File: config.mk
export PLATFORM = sky130hd
export DESIGN_NAME = nes_clk_en_gen
export DESIGN_NICKNAME = d
export VERILOG_FILES = /design/src/rtl/nes_clk_en_gen.sv
export SDC_FILE = /design/constraint.sdc
export NUM_CORES = 1
export LEC_CHECK = 0
export ABC_CLOCK_PERIOD_IN_PS = 3500
export CAP_MARGIN = 25
export CORE_MARGIN = 2
export CORE_UTILIZATION = 60
export CTS_BUF_LIST = sky130_fd_sc_hd__clkbuf_8
export DETAILED_ROUTE_END_ITERATION = 7
export PLACE_DENSITY = 0.95
export SYNTH_ARGS = -nofsm -noshare
export SYNTH_HDL_FRONTEND = slang
export SYNTH_SLANG_ARGS = --single-unit
File: constraint.sdc
create_clock -name clk_mst -period 3.5 [get_ports clk_mst]
set_input_delay 0.7 -clock clk_mst [delete_from_list [all_inputs] [get_ports clk_mst]]
set_output_delay 0.7 -clock clk_mst [all_outputs]
set_load 0.02 [all_outputs]
File: src/rtl/nes_clk_en_gen.sv
// Multi-channel clock-enable and reset-release generator for the NES core.
// Every channel divides clk_mst by a run-time divisor, starting at a run-time phase offset.
module nes_clk_en_gen #(
   parameter int unsigned NUM_CH    = 2,
   parameter int unsigned DIV_WIDTH = 5,
   parameter int unsigned RST_LEN   = 4
) (
   input  logic                          clk_mst,
   input  logic                          rst_mst_n,
   input  logic                          run,
   input  logic                          sync,
   input  logic [NUM_CH*DIV_WIDTH-1:0]   div,
   input  logic [NUM_CH*DIV_WIDTH-1:0]   phase,
   output logic [NUM_CH-1:0]             clk_en,
   output logic [NUM_CH-1:0]             rst_en,
   output logic                          rst_done
);

   localparam int unsigned RW = (RST_LEN < 1) ? 1 : $clog2(RST_LEN + 1);
   localparam logic [RW-1:0] RST_MAX = RW'(RST_LEN);

   logic              r_active;
   logic              r_rst_done;
   logic              w_load;
   logic [NUM_CH-1:0] w_rst_en_nxt;

   // Counters reload on a start edge or on a sync while already running.
   assign w_load   = (run & ~r_active) | (sync & r_active);
   assign rst_done = r_rst_done;

   always_ff @(posedge clk_mst or negedge rst_mst_n) begin
      if (!rst_mst_n) begin
         r_active   <= 1'b0;
         r_rst_done <= 1'b0;
      end else begin
         r_active   <= run;
         r_rst_done <= &(~w_rst_en_nxt);
      end
   end

   for (genvar c = 0; c < NUM_CH; c++) begin : g_ch
      logic [DIV_WIDTH-1:0] w_div_in;
      logic [DIV_WIDTH-1:0] w_ph_in;
      logic [DIV_WIDTH-1:0] w_div_eff;
      logic [DIV_WIDTH-1:0] w_phase_eff;
      logic [DIV_WIDTH-1:0] w_cnt_nxt;
      logic [DIV_WIDTH-1:0] w_div_q_nxt;
      logic [RW-1:0]        w_rcnt_nxt;
      logic                 w_rst_nxt;
      logic [DIV_WIDTH-1:0] r_cnt;
      logic [DIV_WIDTH-1:0] r_div_q;
      logic [RW-1:0]        r_rcnt;
      logic                 r_clk_en;
      logic                 r_rst_en;

      assign w_div_in    = div[c*DIV_WIDTH +: DIV_WIDTH];
      assign w_ph_in     = phase[c*DIV_WIDTH +: DIV_WIDTH];
      assign w_div_eff   = (w_div_in < DIV_WIDTH'(2)) ? DIV_WIDTH'(1) : w_div_in;
      assign w_phase_eff = (w_ph_in > (w_div_eff - DIV_WIDTH'(1))) ?
                           (w_div_eff - DIV_WIDTH'(1)) : w_ph_in;

      // Next-state for the down-counter and the reset-release counter.
      always_comb begin
         w_cnt_nxt   = r_cnt;
         w_div_q_nxt = r_div_q;
         w_rcnt_nxt  = r_rcnt;
         w_rst_nxt   = r_rst_en;
         if (!run) begin
            w_rcnt_nxt = '0;
            w_rst_nxt  = 1'b1;
         end else begin
            if (w_load) begin
               w_cnt_nxt   = w_phase_eff;
               w_div_q_nxt = w_div_eff;
            end else if (r_cnt == '0) begin
               w_cnt_nxt   = w_div_eff - DIV_WIDTH'(1);
               w_div_q_nxt = w_div_eff;
            end else begin
               w_cnt_nxt = r_cnt - DIV_WIDTH'(1);
            end
            if (r_clk_en && (r_rcnt < RST_MAX)) begin
               w_rcnt_nxt = r_rcnt + RW'(1);
            end
            w_rst_nxt = (w_rcnt_nxt < RST_MAX);
         end
      end

      always_ff @(posedge clk_mst or negedge rst_mst_n) begin
         if (!rst_mst_n) begin
            r_cnt    <= '0;
            r_div_q  <= DIV_WIDTH'(1);
            r_rcnt   <= '0;
            r_clk_en <= 1'b0;
            r_rst_en <= 1'b1;
         end else begin
            r_cnt    <= w_cnt_nxt;
            r_div_q  <= w_div_q_nxt;
            r_rcnt   <= w_rcnt_nxt;
            r_clk_en <= run & (w_cnt_nxt == '0);
            r_rst_en <= w_rst_nxt;
         end
      end

      // The counter always stays below the latched period.
      always_ff @(posedge clk_mst) begin
         if (rst_mst_n) begin
            assert (r_cnt < r_div_q);
         end
      end

      assign clk_en[c]       = r_clk_en;
      assign rst_en[c]       = r_rst_en;
      assign w_rst_en_nxt[c] = w_rst_nxt;
   end

endmodule

Word level (Yosys, flattened, before mapping). Index checks and enable logic that the tools add are counted.

Memories kept: 0. RAM bits: 0. Bits in registers: 22. Bits in read-only memories: 0. Latch bits: 0. Logic and storage cells: 56. Input port bits: 24.

Equal/unequal tests: 0. Div/mod/pow operators: 0. $lt $le $gt $ge: 8. Multiplexer cells: 18. Bitwise operators: 7. $add $sub $neg: 6. $mul: 0. Shift-type cells: 0. Reduce and logical (&&, ||, !) cells: 7.

Operators by type and width (count): $mux 5 (10); $logic_not 5->1 (4); $sub 5x1->5 const B (4); $mux 3 (6); $lt 3x3->1 const B (4); $gt 5x5->1 (2); $lt 5x2->1 const B (2); $add 3x1->3 const B (2); $and 1x1->1 (4); $logic_and 1x1->1 (2); $mux 1 (2); $not 2->2 (1); $reduce_and 2->1 (1); $not 1->1 (1); $or 1x1->1 (1).

Depth between registers and ports, before layout.
Depth after elaboration: 9. Mapped depth: 13. Mapped depth without buffers: 13.

Least setup slack after synthesis. OpenSTA, ideal clock, no wires.

Path type: input port to flip-flop. From: input port div[9]. To: register g_ch[1].r_clk_en. Stages on the path: 12. Arrival: 3.039 ns. Data required time: 3.405 ns. Slack: 0.366 ns. Path through: nor4_2 -> nor2_1 -> ha_1 -> xor2_1 -> inv_1 -> ha_1 -> and4_1 -> a21oi_1 -> o31a_1 -> mux2i_1 -> o211ai_1 -> nor4bb_4.

Longest elaborated chain between the ends: 9. Elaborated cells between the ends (all ways): 10. Those cells by class: add/sub: 1; order compare: 2; mux: 5; bitwise: 1; reduce/logical: 1.

RTL lines: start: declaration (RTL line 12) `input logic [NUM_CH*DIV_WIDTH-1:0] div,`; $lt 5x2->1 (RTL line 58) `assign w_div_eff = (w_div_in < DIV_WIDTH'(2)) ? DIV_WIDTH'(1) : w_div_in;`; $mux 5 * (RTL line 58); $sub 5x1->5 * (RTL line 59, 60, 76); $gt 5x5->1 (RTL line 59) `assign w_phase_eff = (w_ph_in > (w_div_eff - DIV_WIDTH'(1))) ?`; $mux 5 (RTL line 59); $mux 5 * (RTL line 72) `if (w_load) begin`; $mux 5 * (RTL line 68) `if (!run) begin`; $logic_not 5->1 * (RTL line 99) `r_clk_en <= run & (w_cnt_nxt == '0);`; $and 1x1->1 * (RTL line 99); end signal: assignment (RTL line 99); end: declaration (RTL line 53) `logic r_clk_en;`.

Every way passes the cells marked *; elsewhere a longest branch is shown, timed or not.

Worst setup path after layout.
From: input port div[8]. To: register g_ch[1].r_clk_en.

Same word-level chain as after synthesis.

==> results.py <==
metrics = {
    "global_routing": {
        "grt_pass1_wl_um": 9232,
        "grt_overflow": 0,
        "grt_max_degree": 23,
        "grt_pass1_vias": 1932,
        "track_usage_pct": 36.67,
        "grt_antenna_before_repair": 0,
    },
    "status": {
        "violations": "DRC, setup timing",
        "status": "complete, but fails checks",
    },
    "synth": {
        "yosysMostFrequentCell": "dfrtp_1",
        "synthCells": 193,
        "yosysTopAreaCellShare_pct": 28.47,
        "yosysWarningCount": 0,
        "ys_types": 53,
        "synth_edf_count": 0,
        "synth.avg_cell_area_sq_um": 9.108,
        "yosysSeqAreaShare_pct": 31.46,
        "synth_area_sq_um": 1758,
        "syn-num-nets": 233,
        "synthTopCellsByArea": "dfrtp_1, ha_1, a21oi_1, inv_1, mux2i_1",
        "async_flop_share_pct": 100.0,
        "ys.flop_type": "dfrtp_1",
        "ys_ff_latch": 22,
        "yosys.area.top_type": "dfrtp_1",
        "ys_top_cells_by_count": "dfrtp_1, inv_1, ha_1, nor2_1, a21oi_1",
    },
    "setup_path": {
        "critPathMaxStageDelay_ns": 0.34,
        "cpMaxStageDelayCell": "nor4bb_4",
        "crit_fanout": 5,
        "worstSetupPathType": "in2reg",
        "worst-endpoint-required_ns": 3.67,
        "endpoint_kind": "flop",
        "start_kind": "input port",
        "crit_chain": "dlygate4sd2_1, nor4_4, nor2_2, ha_2, nor3b_4, xor2_2, inv_2, ha_4, nor2_1, a21oi_2, o31a_1, mux2i_1, o211ai_1, nor4bb_4",
        "cp.arrival_ns": 3.69,
    },
    "power_and_ir_drop": {
        "p_leak_uw": 0.001208,
        "p_sw_share_pct": 39.17,
        "p_clk_share_pct": 19.3,
        "comb_power_share_pct": 46.4,
        "seqPwrFrac_pct": 34.2,
        "intPower_uw": 597.5,
        "powerDensity_nw_per_um2": 387.5,
        "p_sw_uw": 384.9,
        "vdd_ir_drop_max_mv": 0.3889,
    },
    "die": {
        "core_sq_um": 2781,
        "io_pins": 29,
        "die_x_um": 58.13,
        "num_rows": 19,
        "die_height_um": 58.13,
        "start_util_pct": 63.20,
        "die_area_sq_um": 3379,
    },
    "flow_run": {
        "drv_cap": 0,
    },
    "sta": {
        "period_minus_slack_ns": 3.527,
        "max_slew.worst_pin.slew_ns": 0.9851,
        "max_freq_mhz": 283.5,
        "final.setup_skew_ns": 0.001946,
        "setup_ws_ns": -0.02711,
        "fin_tns_setup_ns": -0.05669,
        "finalMaxSlewViolations": 0,
        "hold_viol": 0,
        "post-route-period-util_pct": 100.8,
        "setup_viol": 3,
        "slew_headroom_pct": 34.12,
    },
    "clocking": {
        "cts_tree": "built",
        "clockRootBuffer": "clkbuf_8",
        "htree_num_levels": 1,
        "hold_buffers": 0,
        "clock_sinks": 22,
        "cts_buffers": 3,
        "clk_path_buf_depth": 2,
        "insertion_delay_ns": 0.27,
        "clk_pin_slew_worst_paths_ns": 0.08,
    },
    "place": {
        "gp_congestion": 0.9215,
        "dp_cells": 271,
        "io_buffers": 28,
        "place_ws_ns": -0.4359,
        "dp_hpwl_um": 3403,
    },
    "route": {
        "route.antenna.remaining_nets": 0,
        "drc": 2,
        "drt-vias-per-instance": 7.311,
        "drtIter0Drc": 239,
        "vias": 2142,
        "first_pass_iters": 7,
        "drt_wl_total_um": 7065,
        "wl_per_cell_um": 24.11,
    },
    "min_path": {
        "hold_class": "reg2reg",
    },
    "cells_and_area": {
        "drive_gt1_share_pct": 30.27,
        "layout.cells.non_filler": 293,
        "synthToLayoutAreaGrowth_pct": 44.20,
        "fin_nets": 302,
    },
}
[path summary, 6_finish.rpt]
path                              startpoint          endpoint  slack [ns]  cells after the start
max                                   div[8]  g_ch[1].r_clk_en       -0.03                     14
min                        g_ch[1].r_rcnt[2]  g_ch[1].r_rst_en        0.52                      2
max reg2reg                 g_ch[1].r_cnt[0]  g_ch[1].r_clk_en        0.81                      8
min reg2reg                g_ch[1].r_rcnt[2]  g_ch[1].r_rst_en        0.52                      2
max in group asynchronous          rst_mst_n  g_ch[1].r_cnt[4]        1.93                      1
min in group asynchronous          rst_mst_n  g_ch[0].r_cnt[3]        0.97                      1
[per-layer routing]
| metal | wire (um) | global-route usage, % |
|---|---|---|
| met1 | 2308 | 42.43 |
| met2 | 3182 | 59.74 |
| met3 | 946 | 6.696 |
| met4 | 628 | 28.24 |
| met5 | 0 | 0 |
[state kept, by name, summed over array words and instances (netlist names)]
name and cells:
g_ch.r_cnt 10, g_ch.r_rcnt 6, g_ch.r_clk_en 2, g_ch.r_rst_en 2, r_active 1, rst_done 1
[cells in the final DEF, fill, tap and decap left out, types with 4 or more instances in the layout]
cell / Yosys / final
a21oi_1: 13 / 11
buf_4: 4 / 42
clkbuf_8: 0 / 4
clkdlybuf4s50_1: 0 / 20
dfrtp_1: 20 / 20
dlymetal6s2s_1: 0 / 5
ha_1: 16 / 13
inv_1: 17 / 16
mux2i_1: 6 / 6
nand2_1: 9 / 9
nand2b_1: 6 / 6
nand3_1: 6 / 6
nor2_1: 15 / 13
o211ai_1: 6 / 6
o21ai_0: 6 / 6
o21ai_1: 4 / 4
[cells by family (layout without fill, tap and decap cells)]
| kind of cell | after synthesis | in the layout | synth area share (%) |
|---|---|---|---|
| DFF | 22 | 22 | 31.46 |
| buffers and inverters | 25 | 93 | 6.263 |
| xor gates and xnor gates | 7 | 7 | 3.488 |
| other | 0 | 1 | 0 |
| adders and majority gates | 16 | 16 | 11.39 |
| and+or+nand+nor | 62 | 62 | 22.63 |
| AOI/OAI and AO/OA | 53 | 53 | 20.07 |
| muxes | 8 | 8 | 4.698 |
[per-stage QoR]
step | cell area [sq um] | utilization, % | hold slack, ns | power (uW)
after floorplan | 1758 | - | 0.4044 | 547.2
after global placement | 2226 | 80.03 | 0.4903 | 658.8
after detailed placement | 2226 | 80.03 | 0.5067 | 675.7
after CTS | 2399 | 86.23 | 0.5217 | 881.6
after global routing | 2532 | 91.05 | 0.5486 | 1009
final | 2535 | 91.14 | 0.5203 | 982.4
[power groups by stage]
stage	sequential [uW]	combinational (uW)	clock, uW
floorplan	325	223	0
global placement	332	326	0
detailed placement	334	341	0
CTS	330	368	183
global route	339	472	198
finish	336	456	190
[cell type report]
class | count | area (sq um)
inverters | 19 | 71.32
multi-input cells | 146 | 1210
flip-flops and latches | 22 | 553.0
diodes | 1 | 2.502
fillers | 99 | 246.5
well taps | 31 | 38.79
clock buffers | 4 | 55.05
repair buffers | 70 | 604.3
[worst max-delay path, delay by kind of cell]
| kind | cells | cell delay (ns) |
|---|---|---|
| AOI/OAI and AO/OA | 3 | 0.67 |
| xor gates and xnor gates | 1 | 0.16 |
| buffers and inverters | 2 | 0.37 |
| and+or+nand+nor | 5 | 0.99 |
| adders and majority gates | 2 | 0.52 |
| muxes | 1 | 0.25 |
[what timing repair did]
| action | in CTS | in global routing |
|---|---|---|
| setup buffers | 12 | 5 |
| pin swaps | 7 | 12 |
| gates cloned | 0 | 0 |
| gates resized for setup | 10 | 22 |
| setup endpoints to repair | 2 | 6 |
Note: power is estimated with default switching activity, not from simulation.
